<file path="config.mk">
export PLATFORM = sky130hd
export DESIGN_NAME = pc_ctrl
export DESIGN_NICKNAME = d
export VERILOG_FILES = /design/src/rtl/pc_ctrl_pkg.sv /design/src/rtl/pc_next_mux.sv /design/src/rtl/pc_ctrl.sv
export SDC_FILE = /design/constraint.sdc
export NUM_CORES = 1
export LEC_CHECK = 0
export BUFFER_PORTS_ARGS = -buffer_cell sky130_fd_sc_hd__buf_2
export CAP_MARGIN = 40
export CORE_ASPECT_RATIO = 0.75
export CORE_MARGIN = 2
export CORE_UTILIZATION = 40
export DETAILED_ROUTE_END_ITERATION = 16
export PLACE_DENSITY = 0.7
export SETUP_SLACK_MARGIN = 0.2
export SKIP_LAST_GASP = 1
export SLEW_MARGIN = 20
export SYNTH_ARGS = -nofsm -noshare
export SYNTH_HDL_FRONTEND = slang
export SYNTH_SLANG_ARGS = --single-unit
</file>
<file path="constraint.sdc">
create_clock -name clk -period 2.8 [get_ports clk]
set_input_delay 0.56 -clock clk [delete_from_list [all_inputs] [get_ports clk]]
set_output_delay 0.56 -clock clk [all_outputs]
set_load 0.05 [all_outputs]
</file>
<file path="src/rtl/pc_ctrl_pkg.sv">
// Shared definitions for the PC control block.
//   pc_state_e         : fetch FSM state encoding
//   InstrBytes         : size of one instruction, used for sequential PC advance
//   ResetVectorDefault : default first fetch address after reset
package pc_ctrl_pkg;

    typedef enum logic [1:0] {
        StBoot,
        StFetch,
        StStall
    } pc_state_e;

    localparam int unsigned InstrBytes         = 4;
    localparam logic [31:0] ResetVectorDefault = 32'h0000_0000;

endpackage

</file>
<file path="src/rtl/pc_next_mux.sv">
// Next-PC priority select with misaligned-redirect detection.
// Ports:
//   pc          : current PC
//   trap        : exception request, highest priority
//   trap_vec    : trap handler address
//   redirect    : branch/jump taken
//   redirect_pc : branch/jump target
//   target      : selected next PC (trap > redirect > pc + 4)
//   pc_seq      : sequential next PC, pc + 4 modulo 2^WIDTH
//   event_valid : trap or redirect present this cycle
//   event_trap  : the selected event is a trap (priority level of the event)
//   misaligned  : redirect selected and its target is not word aligned
module pc_next_mux
    import pc_ctrl_pkg::*;
#(
    parameter int unsigned WIDTH = 32
) (
    input  logic [WIDTH-1:0] pc,
    input  logic             trap,
    input  logic [WIDTH-1:0] trap_vec,
    input  logic             redirect,
    input  logic [WIDTH-1:0] redirect_pc,
    output logic [WIDTH-1:0] target,
    output logic [WIDTH-1:0] pc_seq,
    output logic             event_valid,
    output logic             event_trap,
    output logic             misaligned
);

    logic redirect_bad;

    always_comb begin
        pc_seq       = pc + WIDTH'(InstrBytes);
        redirect_bad = (redirect_pc[1:0] != 2'b00);
        event_valid  = trap | redirect;
        event_trap   = trap;
        misaligned   = 1'b0;
        target       = pc_seq;
        if (trap) begin
            target = trap_vec;
        end else if (redirect) begin
            // A misaligned branch target is diverted to the trap handler.
            misaligned = redirect_bad;
            target     = redirect_bad ? trap_vec : redirect_pc;
        end
    end

endmodule

</file>
<file path="src/rtl/pc_ctrl.sv">
// Program counter control: boot load, single-outstanding instruction fetch,
// stall handling and trap/redirect steering of the external PC register.
// Ports:
//   clk, rst     : clock, synchronous active-high reset
//   pc           : current PC register value
//   pc_next      : value to load into the PC register
//   pc_en        : PC register load enable
//   imem_req     : fetch request, imem_addr : fetch address (= pc)
//   imem_ack     : fetch complete
//   instr_valid  : fetched instruction is architecturally valid
//   stall        : downstream cannot take a new instruction
//   redirect     : branch/jump taken, redirect_pc : its target
//   trap         : exception request, trap_vec : handler address
//   misaligned   : pulse on a misaligned redirect target
module pc_ctrl
    import pc_ctrl_pkg::*;
#(
    parameter int unsigned      WIDTH        = 32,
    parameter logic [WIDTH-1:0] RESET_VECTOR = WIDTH'(ResetVectorDefault)
) (
    input  logic             clk,
    input  logic             rst,
    input  logic [WIDTH-1:0] pc,
    output logic [WIDTH-1:0] pc_next,
    output logic             pc_en,
    output logic             imem_req,
    output logic [WIDTH-1:0] imem_addr,
    input  logic             imem_ack,
    output logic             instr_valid,
    input  logic             stall,
    input  logic             redirect,
    input  logic [WIDTH-1:0] redirect_pc,
    input  logic             trap,
    input  logic [WIDTH-1:0] trap_vec,
    output logic             misaligned
);

    pc_state_e        state_q, state_d;
    logic             busy_q, busy_d;           // fetch issued, not yet acked
    logic             pend_valid_q, pend_valid_d;
    logic             pend_trap_q, pend_trap_d;
    logic [WIDTH-1:0] pend_pc_q, pend_pc_d;

    logic [WIDTH-1:0] mux_target;
    logic [WIDTH-1:0] mux_pc_seq;
    logic             mux_event;
    logic             mux_event_trap;
    logic             mux_misaligned;
    logic             take_now;

    pc_next_mux #(
        .WIDTH (WIDTH)
    ) u_pc_next_mux (
        .pc          (pc),
        .trap        (trap),
        .trap_vec    (trap_vec),
        .redirect    (redirect),
        .redirect_pc (redirect_pc),
        .target      (mux_target),
        .pc_seq      (mux_pc_seq),
        .event_valid (mux_event),
        .event_trap  (mux_event_trap),
        .misaligned  (mux_misaligned)
    );

    always_comb begin
        state_d      = state_q;
        busy_d       = busy_q;
        pend_valid_d = pend_valid_q;
        pend_trap_d  = pend_trap_q;
        pend_pc_d    = pend_pc_q;
        pc_en        = 1'b0;
        pc_next      = RESET_VECTOR;
        imem_req     = 1'b0;
        imem_addr    = pc;
        instr_valid  = 1'b0;
        misaligned   = 1'b0;
        // A new event wins over a pending one unless it is a redirect
        // arriving after a pending trap.
        take_now     = mux_event & (~pend_valid_q | mux_event_trap | ~pend_trap_q);

        unique case (state_q)
            StBoot: begin
                pc_en        = 1'b1;
                pc_next      = RESET_VECTOR;
                state_d      = StFetch;
                busy_d       = 1'b0;
                pend_valid_d = 1'b0;
            end
            StFetch, StStall: begin
                // stall only matters while no fetch is outstanding
                if (busy_q || !stall) begin
                    imem_req   = 1'b1;
                    state_d    = StFetch;
                    misaligned = mux_misaligned;
                    if (imem_ack) begin
                        pc_en        = 1'b1;
                        busy_d       = 1'b0;
                        pend_valid_d = 1'b0;
                        if (take_now) begin
                            pc_next = mux_target;
                        end else if (pend_valid_q) begin
                            pc_next = pend_pc_q;
                        end else begin
                            pc_next     = mux_pc_seq;
                            instr_valid = 1'b1;
                        end
                    end else begin
                        busy_d = 1'b1;
                        if (take_now) begin
                            pend_valid_d = 1'b1;
                            pend_trap_d  = mux_event_trap;
                            pend_pc_d    = mux_target;
                        end
                    end
                end else begin
                    state_d    = StStall;
                    misaligned = mux_misaligned;
                    if (mux_event) begin
                        pc_en   = 1'b1;
                        pc_next = mux_target;
                    end
                end
            end
            default: state_d = StBoot;
        endcase

        if (rst) begin
            pc_en       = 1'b0;
            pc_next     = RESET_VECTOR;
            imem_req    = 1'b0;
            instr_valid = 1'b0;
            misaligned  = 1'b0;
        end
    end

    always_ff @(posedge clk) begin
        if (rst) begin
            state_q      <= StBoot;
            busy_q       <= 1'b0;
            pend_valid_q <= 1'b0;
            pend_trap_q  <= 1'b0;
            pend_pc_q    <= '0;
        end else begin
            state_q      <= state_d;
            busy_q       <= busy_d;
            pend_valid_q <= pend_valid_d;
            pend_trap_q  <= pend_trap_d;
            pend_pc_q    <= pend_pc_d;
        end
    end

endmodule

</file>
==> impl_metrics.csv, run 1 <==
group,metric,value,unit
sta,max_freq,0.354,GHz
sta,hold_ws,0.462,ns
clock_tree,clk_latency,0.29,ns
power_and_ir_drop,p_sw_frac,0.428,
route,via_count,5316,
sta,setup_violations,3,
worst_setup_path,end_kind,"output pin",
power_and_ir_drop,p_int,1.40,mW
worst_setup_path,worstPathMaxFanout,3,
sta,tns,-0.0320,ns
route,wl_per_cell,19.9,um
global_routing,grt_max_degree,27,
clock_tree,clockBufferDepth,2,
synth,synth_cells,542,
power_and_ir_drop,pwr-share-comb,0.520,
synth,syn_area_per_cell,6.93,sq um
synth,synth_warnings,0,
min_path,hold_path_class,"flip-flop to flip-flop",
floorplan,initial_core_util,0.414,
floorplan,die_x,116,um
synth,ys_seq_area_frac,0.197,
route,wirelength,18100,um
layout,layout.cells.most_common_list,"buf_2, buf_4, nand2_1",
clock_tree,clock-sinks,37,
sta,setup_slack,-0.0252,ns
global_routing,grt_pass1_vias,4860,
place,place.port_buffers,169,
place,dp_worst_setup_slack,-0.244,ns
clock_tree,cts_tree,"done",
sta,period_needed,2.83,ns
layout,finish.net_count,886,
synth,synth_edf_count,0,
global_routing,grt_pass1_wl,26400,um
sta,grt_setup_unrepaired,"true",
floorplan,row_count,30,
power_and_ir_drop,total_power,2.44,mW
sta,drv_slew,0,
floorplan,die_area,0.0102,sq mm
synth,synth_top_flop_cell,"dfxtp_1",
global_routing,grtUsageTotal,0.340,
sta,hold_violations,0,
worst_setup_path,worstPathArrival,2.27,ns
worst_setup_path,critPathLaunchType,"primary input",
sta,skew,0.00491,ns
route,drt-initial-drc-count,512,
global_routing,grt_antenna_before_repair,0,
clock_tree,cts_hold_buffers,0,
worst_setup_path,critPathKind,"primary input to output pin",
status,status,"finished with violations",
synth,async_flop_share,0,
power_and_ir_drop,vdd_ir_drop_max,0.000231,V
layout,drive_gt1_frac,0.546,
layout,diodes,0,
power_and_ir_drop,power_density,370,mW/mm^2
floorplan,die_y,87.9,um
sta,worst_pin_slew,0.694,ns
route,viasPerCell,5.84,
place,dpl.hpwl,13400,um
power_and_ir_drop,pwr-share-clk,0.242,
clock_tree,htreeDepth,2,
power_and_ir_drop,total_leakage_power,2.81,nW
floorplan,ioPinCount,170,
layout,layout_commonest_cell,"buf_2",
route,drc,0,
synth,syn_nets,647,
power_and_ir_drop,power_switching,1.04,mW
route,dr.pass1.iters,5,
clock_tree,cts.clk_slew.worst_paths,0.06,ns
flow_run,maxCapViolations,0,
floorplan,core_area,0.00908,sq mm
synth,synth_area,0.00376,sq mm
sta,fin_crit_sh,1.01,
sta,slew_headroom,0.538,
power_and_ir_drop,p_seq_frac,0.238,
clock_tree,cts-root-buf,"clkbuf_16",
synth,ys_seq_elements,37,
global_routing,grt.overflow.total,0,
route,postRouteAntennaNets,0,
worst_setup_path,crit_required,2.24,ns
place,place_congestion,1.00,
clock_tree,cts_made_buffers,5,
layout,area_growth,75.7,%
status,failed_checks,"negative setup slack",
synth,synth_cell_types,67,
-- registers in the layout, summed over array words and instances, names as in the netlist --
signal / flops
state_q: 2
busy_q: 1
pend_trap_q: 1
pend_pc_q: 32
pend_valid_q: 1
-- through the flow --
step	cells	instance area, sq um	util
detailed placement	881	5550	0.611
finish	910	6600	0.727
global route	910	6600	0.727
global placement	881	5550	0.611
CTS	895	6220	0.684
floorplan	542	4040	-
-- path summary, 6_finish.rpt --
check	slack, ns	cells after the start	start	to
setup reg to reg	0.73	9	state_q[0]	pend_pc_q[13]
hold reg to reg	0.46	2	pend_pc_q[15]	pend_pc_q[15]
hold / removal	0.46	2	pend_pc_q[15]	pend_pc_q[15]
setup / recovery	-0.03	7	pc[13]	pc_next[28]
-- power groups by stage --
stage | Combinational, mW | Sequential (mW) | Clock [mW]
after floorplan | 0.656 | 0.582 | 0
after global placement | 1.04 | 0.585 | 0
after detailed placement | 1.05 | 0.586 | 0
after CTS | 1.16 | 0.577 | 0.592
after global routing | 1.33 | 0.582 | 0.619
final | 1.27 | 0.580 | 0.591
-- logic make-up after synthesis --
| group | Yosys count | synth area share |
|---|---|---|
| DFF | 37 | 0.197 |
| xor gates and xnor gates | 18 | 0.0420 |
| and+or+nand+nor | 204 | 0.274 |
| adders and majority gates | 3 | 0.00999 |
| muxes | 8 | 0.0216 |
| AOI/OAI and AO/OA | 184 | 0.327 |
| buffers and inverters | 88 | 0.129 |
-- Yosys cell counts (3+ instances only) --
cell,count,area (sq um)
a2bb2oi_1,9,78.8
nand2_1,72,270
clkbuf_1,28,105
a32oi_1,6,52.6
buf_2,5,25.0
a22o_1,6,52.6
nor4_1,8,50.1
o22ai_1,27,169
and3_2,3,22.5
o21ai_0,40,200
nor2_1,46,173
or2_2,5,31.3
dfxtp_1,37,741
or3_1,3,18.8
buf_4,32,240
inv_1,18,67.6
nand2b_1,4,25.0
and3_1,3,18.8
o31ai_1,4,30.0
a21oi_1,36,180
nand3_1,19,95.1
xnor2_1,7,61.3
a211oi_1,9,67.6
o221ai_1,3,26.3
nor3_1,15,75.1
a22oi_1,8,60.1
ha_1,3,37.5
xor2_1,11,96.3
mux2i_1,7,70.1
nand4_1,7,43.8
o31a_1,3,26.3
a221oi_1,8,70.1
-- critical path, stage by stage --
cell and delay [ns]:
buf_6 0.07, nand4_1 0.20, or4_4 0.62, nor3_4 0.17, xnor2_2 0.13, a221oi_4 0.31
buf_6 0.20
-- what timing repair did --
action                                  in CTS  in global routing
cloned                                       1                  1
pin swaps                                   26                 27
endpoints found under the setup margin      34                 34
setup buffers                                5                 14
resized for setup                          127                 59
-- layer usage --
metal | part of all wire | track usage | vias up
li1 | - | - | 2466
met1 | 0.45 | 0.505 | 2521
met2 | 0.44 | 0.514 | 295
met3 | 0.097 | 0.0644 | 34
met4 | 0.019 | 0.0660 | 0
met5 | 0 | 0 | -
-- cell type report --
class | instances | area, sq um
sequential | 37 | 743
clock buffer | 5 | 125
multi-input combinational | 417 | 3250
timing repair buffer | 301 | 2230
inverter | 19 | 77.6
clock inverter | 3 | 22.5
tap | 128 | 160
fill | 744 | 2480
No activity file was read; power rests on OpenSTA's default activity.
==> run 2: changes to the inputs <==
CORE_UTILIZATION = 44   (was 40)
PLACE_DENSITY = 0.76   (was 0.7)
==> impl_metrics.csv, run 2 (synthesized netlist as in run 1, its figures left out) <==
group,metric,value,unit
route,postRouteAntennaNets,0,
global_routing,grt.overflow.total,0,
sta,setup_slack,-0.159,ns
worst_setup_path,crit_required,2.24,ns
global_routing,grt_antenna_before_repair,0,
floorplan,die_y,84.0,um
min_path,hold_path_class,"flip-flop to flip-flop",
layout,diodes,0,
global_routing,grt_pass1_vias,5004,
sta,skew,0.00409,ns
route,drt-initial-drc-count,596,
worst_setup_path,rr_endpoint,"pend_pc_q[16]",
clock_tree,cts_tree,"done",
layout,multi_input_area,0.00341,sq mm
place,place_congestion,0.945,
route,via_count,5739,
power_and_ir_drop,pwr-share-clk,0.235,
worst_setup_path,critPathKind,"primary input to output pin",
power_and_ir_drop,total_leakage_power,2.97,nW
layout,layout_commonest_cell,"buf_2",
floorplan,die_x,111,um
min_path,min_to,"pend_pc_q[31]",
floorplan,initial_core_util,0.448,
min_path,worstHoldStart,"pend_pc_q[31]",
sta,worst_pin_slew,0.441,ns
worst_setup_path,r2r-start,"state_q[0]",
layout,finalNonFillerCells,902,
clock_tree,cts_made_buffers,5,
power_and_ir_drop,p_seq_frac,0.235,
global_routing,grt_max_degree,34,
power_and_ir_drop,p_int,1.41,mW
global_routing,grtUsageTotal,0.353,
place,place.port_buffers,169,
worst_setup_path,r2r_cells,8,
sta,hold_ws,0.461,ns
layout,final_area,0.00695,sq mm
power_and_ir_drop,power_density,357,mW/mm^2
sta,tns,-0.432,ns
min_path,hold_depth,2,
floorplan,row_count,29,
clock_tree,cts.clk_slew.worst_paths,0.06,ns
status,failed_checks,"negative setup slack",
clock_tree,clockBufferDepth,2,
layout,regArea,746,sq um
layout,largest_reg_flops,32,
sta,slew_headroom,0.704,
route,dr.pass1.iters,5,
layout,fillers,512,
worst_setup_path,worstPathMaxFanout,3,
floorplan,die_area,0.00930,sq mm
worst_setup_path,end_kind,"output pin",
clock_tree,clk_latency,0.29,ns
floorplan,core_area,0.00838,sq mm
layout,drive_gt1_frac,0.576,
layout,layout.cells.most_common_list,"buf_2, buf_4, nand2_1",
sta,hold_violations,0,
place,place_inst,853,
flow_run,maxCapViolations,0,
clock_tree,cts_hold_buffers,0,
power_and_ir_drop,vdd_ir_drop_max,0.000294,V
sta,grt_setup_unrepaired,"true",
clock_tree,clock-sinks,37,
worst_setup_path,reg2reg_slack,0.87,ns
route,drc,0,
place,dpl_cell_area,0.00542,sq mm
global_routing,grt_pass1_wl,26200,um
worst_setup_path,critPathLaunchType,"primary input",
route,wirelength,20000,um
sta,setup_violations,5,
sta,max_freq,0.338,GHz
status,status,"finished with violations",
layout,reg_top3,"pend_pc_q: 32 flops, state_q: 2 flops",
power_and_ir_drop,power_switching,1.07,mW
clock_tree,htreeDepth,2,
clock_tree,cts-root-buf,"clkbuf_16",
power_and_ir_drop,pwr-share-comb,0.530,
sta,period_needed,2.96,ns
layout,area_growth,85.0,%
layout,regMostFlops,"pend_pc_q",
power_and_ir_drop,p_sw_frac,0.430,
sta,fin_crit_sh,1.06,
place,dpl.hpwl,12500,um
worst_setup_path,worstPathArrival,2.40,ns
route,viasPerCell,6.36,
layout,finish.net_count,898,
route,wl_per_cell,22.1,um
sta,drv_slew,0,
floorplan,ioPinCount,170,
[run 2: changes by cell type in the layout (fill, tap and decap cells not counted), sizes merged]
cell	delta
clkbuf	+2
buf	+10
clkinvlp	+1
inv	-1
[run 2: worst max-delay path, cell delays in order]
cell and delay [ns]:
buf_8 0.08, ha_4 0.14, nand4_4 0.11, or4_4 0.60, nor3_1 0.32, nor3_1 0.10, buf_4 0.16, o22ai_2 0.14
buf_6 0.18
[run 2: layer usage]
metal  wire length [um]  GRT usage
met5                  0          0
met4                701     0.0875
met1               7940      0.485
met2               9170      0.572
met3               2160     0.0683
[run 2: power groups by stage]
stage / registers [mW] / logic (mW) / clock network, mW
6_report: 0.583 / 1.31 / 0.583
5_1_grt: 0.586 / 1.37 / 0.603
4_1_cts: 0.577 / 1.15 / 0.583
3_5_place_dp: 0.585 / 1.02 / 0
3_3_place_gp: 0.583 / 1.01 / 0
2_1_floorplan: 0.582 / 0.656 / 0
[run 2: area by class of cell]
type,count,share of cell area
multi-input cells,417,0.490
repair buffers,313,0.351
flip-flops and latches,37,0.107
well taps,108,0.0194
clock buffers,5,0.0180
inverters,19,0.0113
clock inverters,3,0.00324
[run 2: repair_timing]
item	4_1_cts	5_1_grt
cloned	1	4
setup buffers	11	25
resized for setup	148	98
pin swaps	34	52
setup endpoints to repair	34	33
endpoints found under the hold margin	0	0
[run 2: how the worst max path moves through the flow]
| stage | startpoint | endpoint | slack (ns) |
|---|---|---|---|
| after global placement | pc[2] | pc_next[28] | -0.13 |
| after global routing | pc[2] | pc_next[22] | -0.23 |
| after floorplan | redirect | pc_next[19] | -0.15 |
| after detailed placement | pc[2] | pc_next[28] | -0.15 |
| final | pc[2] | pc_next[22] | -0.16 |
| after CTS | pc[13] | pc_next[28] | -0.009 |
[run 2: through the flow]
step	worst slack (ns)	total power, mW	utilization
floorplan	-0.150	1.24	-
global placement	-0.134	1.59	0.647
detailed placement	-0.152	1.61	0.647
CTS	-0.00885	2.31	0.746
global route	-0.234	2.56	0.830
finish	-0.159	2.48	0.830
==> run 3: changes to the inputs <==
ABC_AREA = 1   (was not set)
PLACE_DENSITY = 0.74   (was 0.76)
==> impl_metrics.csv, run 3 <==
group,metric,value,unit
status,status,"completed",
place,dpl.hpwl,10200,um
worst_setup_path,worstPathMaxFanout,15,
global_routing,grt_max_degree,49,
global_routing,grt_antenna_before_repair,0,
route,drc,0,
synth,synth_top_area_share,0.264,
clock_tree,cts.clk_slew.worst_paths,0.06,ns
sta,tns,0,ns
sta,hold_ws,0.467,ns
flow_run,maxCapViolations,0,
synth,synth_area_leaders,"nand2_1, dfxtp_1, nor2_1",
floorplan,die_area,0.0100,sq mm
sta,setup_violations,0,
floorplan,die_x,115,um
clock_tree,clk_latency,0.28,ns
place,place_congestion,0.904,
clock_tree,clock-sinks,37,
layout,area_growth,39.3,%
synth,synth_warnings,0,
route,wirelength,14300,um
global_routing,grt.overflow.total,0,
synth,synth_edf_count,0,
floorplan,die_y,87.2,um
power_and_ir_drop,total_leakage_power,2.80,nW
clock_tree,cts_hold_buffers,0,
power_and_ir_drop,power_density,377,mW/mm^2
worst_setup_path,cpPeakStageDelay,0.32,ns
floorplan,initial_core_util,0.451,
power_and_ir_drop,vdd_ir_drop_max,0.000233,V
sta,slew_headroom,0.718,
sta,worst_pin_slew,0.422,ns
synth,ys_seq_area_frac,0.182,
worst_setup_path,cp_cell_sequence,"inv_1 -> ha_4 -> inv_4 -> nor2_4 -> nand2_4 -> inv_4 -> nand2_8 -> inv_6 -> o211ai_1 -> a21oi_2 -> buf_6",
min_path,hold_path_class,"flip-flop to flip-flop",
global_routing,grtUsageTotal,0.277,
place,place_inst,984,
clock_tree,cts_tree,"done",
route,viasPerCell,5.23,
route,postRouteAntennaNets,0,
floorplan,row_count,30,
synth,syn_nets,854,
layout,reg_top3,"pend_pc_q: 32 flops, state_q: 2 flops",
synth,synth_top_flop_cell,"dfxtp_1",
layout,regMostFlops,"pend_pc_q",
layout,layout_commonest_cell,"nand2_1",
place,place.port_buffers,169,
global_routing,grt_pass1_vias,4520,
layout,drive_gt1_frac,0.354,
clock_tree,clockBufferDepth,2,
synth,synth_most_common_cell,"nand2_1",
worst_setup_path,critPathKind,"flip-flop to output pin",
layout,finalNonFillerCells,1008,
sta,skew,0.00421,ns
floorplan,core_area,0.00901,sq mm
worst_setup_path,critical-path-top-delay-family,"buffers and inverters",
clock_tree,cts-root-buf,"clkbuf_16",
worst_setup_path,cp_slowest_cell,"dfxtp_2",
floorplan,ioPinCount,170,
synth,syn_area_per_cell,5.42,sq um
sta,fin_crit_sh,0.935,
global_routing,grt_pass1_wl,22200,um
layout,largest_reg_flops,32,
worst_setup_path,worstPathArrival,2.06,ns
synth,synth_cell_types,36,
worst_setup_path,critPathLaunchType,"flip-flop",
route,via_count,5267,
layout,fillers,881,
route,drt-initial-drc-count,410,
synth,async_flop_share,0,
worst_setup_path,crit_required,2.24,ns
sta,max_freq,0.382,GHz
clock_tree,htreeDepth,2,
synth,synth_cells,749,
sta,grt_setup_unrepaired,"true",
worst_setup_path,path_buf_inv,5,
sta,drv_slew,0,
clock_tree,cts_made_buffers,5,
layout,finish.net_count,1002,
worst_setup_path,end_kind,"output pin",
synth,yosys.area.top_type,"nand2_1",
route,wl_per_cell,14.2,um
sta,hold_violations,0,
synth,ys_seq_elements,37,
layout,diodes,0,
layout,layout.cells.most_common_list,"nand2_1, buf_2, nor2_1",
sta,period_needed,2.62,ns
route,dr.pass1.iters,5,
synth,synth_area,0.00406,sq mm
synth,netlist_top_cells_count,"nand2_1, nor2_1, a21oi_1, inv_1, nand3_1",
worst_setup_path,crit_top_cell,"inv_4",
[run 3: changes by cell type after synthesis, moves of 9 or more]
cell	previous run	this run
a21oi_1	36	59
a2bb2oi_1	9	0
buf_2	5	14
clkbuf_1	28	16
inv_1	18	57
nand2_1	72	286
nand3_1	19	42
nor2_1	46	84
nor3_1	15	4
o211ai_1	2	19
o22ai_1	27	0
[run 3: path summary, 6_finish.rpt]
| kind | cells after the start | endpoint | startpoint | slack (ns) |
|---|---|---|---|---|
| hold / removal | 2 | pend_pc_q[18] | pend_pc_q[18] | 0.47 |
| setup reg to reg | 15 | pend_pc_q[30] | state_q[1] | 0.40 |
| hold reg to reg | 2 | pend_pc_q[18] | pend_pc_q[18] | 0.47 |
| setup / recovery | 11 | pc_next[12] | state_q[1] | 0.18 |
[run 3: final cells by class]
class | count | area [sq um] | area share
multi-input combinational | 581 | 2980 | 0.527
timing repair buffer | 207 | 1400 | 0.248
sequential | 37 | 743 | 0.131
inverter | 65 | 262 | 0.0462
tap | 112 | 140 | 0.0248
clock buffer | 5 | 125 | 0.0221
clock inverter | 1 | 5.00 | 0.000885
[run 3: routing by layer]
layer | global-route usage | wire (um)
met1 | 0.400 | 6540
met2 | 0.440 | 6370
met3 | 0.0452 | 1150
met4 | 0.0482 | 221
met5 | 0 | 0
[run 3: worst min-delay path, cell delays in order, from the launching register on]
cell and delay, ns:
dfxtp_1 0.31, nand2_1 0.06, a21oi_1 0.05
[run 3: per-stage QoR]
stage	instance area [sq um]	setup slack [ns]	total power [mW]	utilization
floorplan	4190	0.270	1.23	-
detailed placement	4950	0.0796	1.47	0.550
finish	5660	0.182	2.13	0.628
global route	5660	0.105	2.25	0.628
CTS	5280	0.192	2.04	0.587
global placement	4950	0.0966	1.47	0.550
[run 3: cell families after synthesis]
family	synth area share
fa+ha+maj	0.00924
xor+xnor	0.0237
simple gates	0.458
flops	0.182
mux	0.00246
buf+inv	0.162
compound gates	0.162
[run 3: power breakdown]
part | internal [mW] | total (mW) | switching (mW)
combinational | 0.344 | 1.02 | 0.672
sequential | 0.563 | 0.582 | 0.0191
clock | 0.318 | 0.532 | 0.214
[run 3: repair_timing]
action | in CTS | in global routing
pin swaps | 4 | 35
cloned | 1 | 0
gates resized for setup | 53 | 91
buffers inserted | 6 | 11
endpoints found under the setup margin | 33 | 34
